[config.mk]
export PLATFORM = sky130hd
export DESIGN_NAME = decimating_averager
export DESIGN_NICKNAME = d
export VERILOG_FILES = /design/src/rtl/decimating_averager.sv
export SDC_FILE = /design/constraint.sdc
export NUM_CORES = 1
export LEC_CHECK = 0
export CELL_PAD_IN_SITES_DETAIL_PLACEMENT = 1
export CELL_PAD_IN_SITES_GLOBAL_PLACEMENT = 1
export CORE_MARGIN = 2
export CORE_UTILIZATION = 43
export DETAILED_ROUTE_END_ITERATION = 8
export GPL_ROUTABILITY_DRIVEN = 0
export PLACE_DENSITY_LB_ADDON = 0.1
export SYNTH_ARGS = -nofsm -noshare
export SYNTH_HDL_FRONTEND = slang
export SYNTH_SLANG_ARGS = --single-unit
[constraint.sdc]
create_clock -name clk -period 2.6 [get_ports clk]
set_input_delay 0.26 -clock clk [delete_from_list [all_inputs] [get_ports clk]]
set_output_delay 0.26 -clock clk [all_outputs]
set_load 0.1 [all_outputs]
[src/rtl/decimating_averager.sv]
// decimating_averager: averages non-overlapping blocks of 2**LOG2_DECIM samples
// and queues the results in a small valid/ready output FIFO.
`default_nettype none

module decimating_averager #(
   parameter int WIDTH      = 16,
   parameter int LOG2_DECIM = 3,
   parameter int FIFO_DEPTH = 4
) (
   input  logic                          clk,
   input  logic                          rst,
   input  logic                          en,
   input  logic [WIDTH-1:0]              in,
   output logic [WIDTH-1:0]              out,
   output logic                          out_valid,
   input  logic                          out_ready,
   output logic [$clog2(FIFO_DEPTH):0]   level,
   output logic                          overflow
);

   localparam int ACC_W = WIDTH + LOG2_DECIM;
   localparam int PTR_W = $clog2(FIFO_DEPTH);
   localparam int LVL_W = PTR_W + 1;

   logic signed [ACC_W-1:0]  acc;
   logic [LOG2_DECIM-1:0]    cnt;
   logic signed [ACC_W-1:0]  in_ext;
   logic signed [ACC_W-1:0]  sum;
   logic [WIDTH-1:0]         result;
   logic                     block_done;

   logic [WIDTH-1:0]         mem [FIFO_DEPTH];
   logic [PTR_W-1:0]         wr_ptr;
   logic [PTR_W-1:0]         rd_ptr;
   logic                     full;
   logic                     push;
   logic                     pop;
   logic                     drop;

   assign in_ext     = {{LOG2_DECIM{in[WIDTH-1]}}, in};
   assign sum        = acc + in_ext;
   // Taking the upper WIDTH bits is an arithmetic shift right (floor toward -inf).
   assign result     = sum[ACC_W-1:LOG2_DECIM];
   assign block_done = en && (&cnt);

   always_ff @(posedge clk or negedge rst) begin
      if (!rst) begin
         acc <= '0;
         cnt <= '0;
      end else if (block_done) begin
         acc <= '0;
         cnt <= '0;
      end else if (en) begin
         acc <= sum;
         cnt <= cnt + LOG2_DECIM'(1);
      end
   end

   assign full      = (level == LVL_W'(FIFO_DEPTH));
   assign out_valid = (level != '0);
   assign pop       = out_valid && out_ready;
   // A full FIFO still accepts a push when the head leaves on the same edge.
   assign push      = block_done && (!full || pop);
   assign drop      = block_done && full && !pop;
   assign out       = out_valid ? mem[rd_ptr] : '0;

   // Storage needs no reset: the pointers and level define what is valid.
   always_ff @(posedge clk) begin
      if (push) begin
         mem[wr_ptr] <= result;
      end
   end

   always_ff @(posedge clk or negedge rst) begin
      if (!rst) begin
         wr_ptr   <= '0;
         rd_ptr   <= '0;
         level    <= '0;
         overflow <= 1'b0;
      end else begin
         if (push) begin
            wr_ptr <= wr_ptr + PTR_W'(1);
         end
         if (pop) begin
            rd_ptr <= rd_ptr + PTR_W'(1);
         end
         if (push && !pop) begin
            level <= level + LVL_W'(1);
         end else if (pop && !push) begin
            level <= level - LVL_W'(1);
         end
         if (drop) begin
            overflow <= 1'b1;
         end
      end
   end

endmodule

`default_nettype wire

==> impl_metrics.ini <==
[outcome]
status = finished clean

[drt]
post-route-drc-count = 0
drtPass1Iterations = 4
initialDrtViolationCount = 116
viasPerCell = 5.57
top_layer = met4
wl_met1_microns = 5170
wl_met2_microns = 5680
vias = 3143
wl_met3_microns = 341
ant_nets = 0
routed_wl_microns = 11400
wl_per_cell_microns = 20.1

[final_layout]
seqCellArea_sq_um = 2680
fillers = 1121
syn_to_final_growth_pct = 26.8
multi_input_comb_area_sq_um = 1980
fin_nets = 466
n_antenna_cell = 0
drive_gt1_share_pct = 29.2

[clock_network]
insertion_delay_ns = 0.38
root_buffer = clkbuf_8
htreeDepth = 3
numClockSinks = 94
clkTransAtPathRegs_ns = 0.10
cts_buffer_depth = 2
tritoncts = yes
postCtsHoldBufs = 0
numCtsBuffers = 9

[global_routing]
antenna_found_initial = 0
grt_pass1_wl_microns = 18000
overflow = 0
grt_max_degree = 31
grt_use_total_pct = 20.9
grt_pass1_vias = 3335

[timing]
fin_crit_ns = 2.56
fin_ws_ns = 0.0389
max_freq_mhz = 390
rsz0062_at_grt = true
skew_ns = 0.0133
slew_headroom_pct = 39.6
tightest_slew_ns = 0.906
finalSetupViolations = 0
final_hold_viol_count = 0
slew_violations = 0
finalCritPeriodShare_pct = 98.5

[die]
fp.dieArea_sq_um = 11800
io_pins = 41
rows = 38
fp.dieW_microns = 108
coreArea_sq_um = 10700
die_y_microns = 108
start_util_pct = 43.7

[setup_path]
critPathArrivalTime_ns = 2.67
end_kind = flop
worst-path-buf-inv = 0
critPathRequiredTime_ns = 2.71
worstSetupPathType = flop to flop
cpPeakStageDelay_ns = 0.42
startpoint_type = flop
cp_cell_sequence = ha_4 -> fa_2 -> a21o_1 -> a221oi_2 -> o211ai_1 -> a21oi_1 -> xor2_1 -> xnor2_2
cp_slowest_cell = dfrtp_1
cp.depth = 8
r2r_cells = 8
crit_family = compound AO/OA/AOI/OAI gates
r2r_setup_slack_ns = 0.04
cp_max_fo = 4

[min_path]
hold_path_class = primary input to asynchronous set/reset pin

[synthesis]
synth_area_leaders = edfxtp_1 (41%), dfrtp_1 (16%), mux4_2 (7.7%)
synth_nets = 387
synth_top_area_share_pct = 40.9
synth_edf_count = 64
post-synth-top-count-cell = edfxtp_1
ys_types = 51
async_flop_share_pct = 31.9
ys_ff_latch = 94
synth_common_cells = edfxtp_1 (64), dfrtp_1 (30), ha_1 (25)
ys.flop_type = edfxtp_1
syn_inst = 340
netlist_area_sq_um = 4690
ys_seq_area_share_pct = 56.9
synth_area_leader_cell = edfxtp_1
ys_warn_count = 0
syn_area_per_cell_sq_um = 13.8

[place]
dp_hpwl_microns = 8310
preCtsSetupSlack_ns = -0.254
portBuffers = 40

[run]
drv_cap = 0
## final cells by class
type / count / share of cell area [%]
multi-input combinational: 220 / 33.2
tap: 140 / 2.94
inverter: 9 / 0.567
sequential: 94 / 45.0
clock buffer: 11 / 2.37
clock inverter: 5 / 1.07
timing repair buffer: 85 / 14.9
## layout by cell type (no fill, tap or decap), types with 9 or more instances in the layout
cell type,instances
a21o_1,9
a21oi_1,12
and2_1,12
and2_2,9
buf_12,16
buf_4,50
clkbuf_8,10
clkdlybuf4s50_1,19
dfrtp_1,27
edfxtp_1,64
ha_1,24
mux4_2,16
nand2_1,15
nor2_1,11
xnor2_1,11
## timing repair
| action | in CTS | in global routing |
|---|---|---|
| endpoints found under the setup margin | 0 | 25 |
| gates resized for setup | 0 | 9 |
| buffers inserted | 0 | 3 |
## per-layer routing
| metal | vias up | track usage [%] |
|---|---|---|
| li1 | 1461 | - |
| met1 | 1613 | 28.3 |
| met2 | 53 | 34.5 |
| met3 | 16 | 3.38 |
| met4 | 0 | 6.87 |
| met5 | - | 0 |
## sequential cells by signal, summed over array words and instances (netlist names)
name and count:
acc 19, wr_ptr 2, overflow 1, rd_ptr 2
level 3, mem 64, cnt 3
## metrics by stage
stage	instances	area, sq um	TNS, ns	hold WS [ns]	util [%]
floorplan	340	4710	0	-0.0356	-
global placement	545	5660	-4.16	0.470	52.7
detailed placement	545	5660	-6.43	0.471	52.7
CTS	561	5870	0	0.295	54.6
global route	564	5950	-0.608	0.329	55.4
finish	564	5950	0	0.281	55.4
## worst paths after layout
path	startpoint	endpoint
setup / recovery	acc[0]$_DFFE_PN0P_	mem[1][15]$_DFFE_PP_
hold / removal	rst	level[0]$_DFFE_PN0P_
setup reg to reg	acc[0]$_DFFE_PN0P_	mem[1][15]$_DFFE_PP_
hold reg to reg	overflow$_DFFE_PN0P_	overflow$_DFFE_PN0P_
max in group asynchronous	rst	level[2]$_DFFE_PN0P_
min in group clk	overflow$_DFFE_PN0P_	overflow$_DFFE_PN0P_
## cells by family (layout without fill, tap and decap cells)
family,after synthesis,after routing,synth area share [%]
flops,94,94,56.9
buf+inv,26,110,2.48
mux,20,20,8.58
xor+xnor,22,22,4.11
fa+ha+maj,27,27,7.52
simple gates,77,77,8.66
compound gates,74,74,11.7
Power is left out: the tool's default activity adds up to more than one toggle a clock period on the data nets, which glitch-free logic cannot reach.
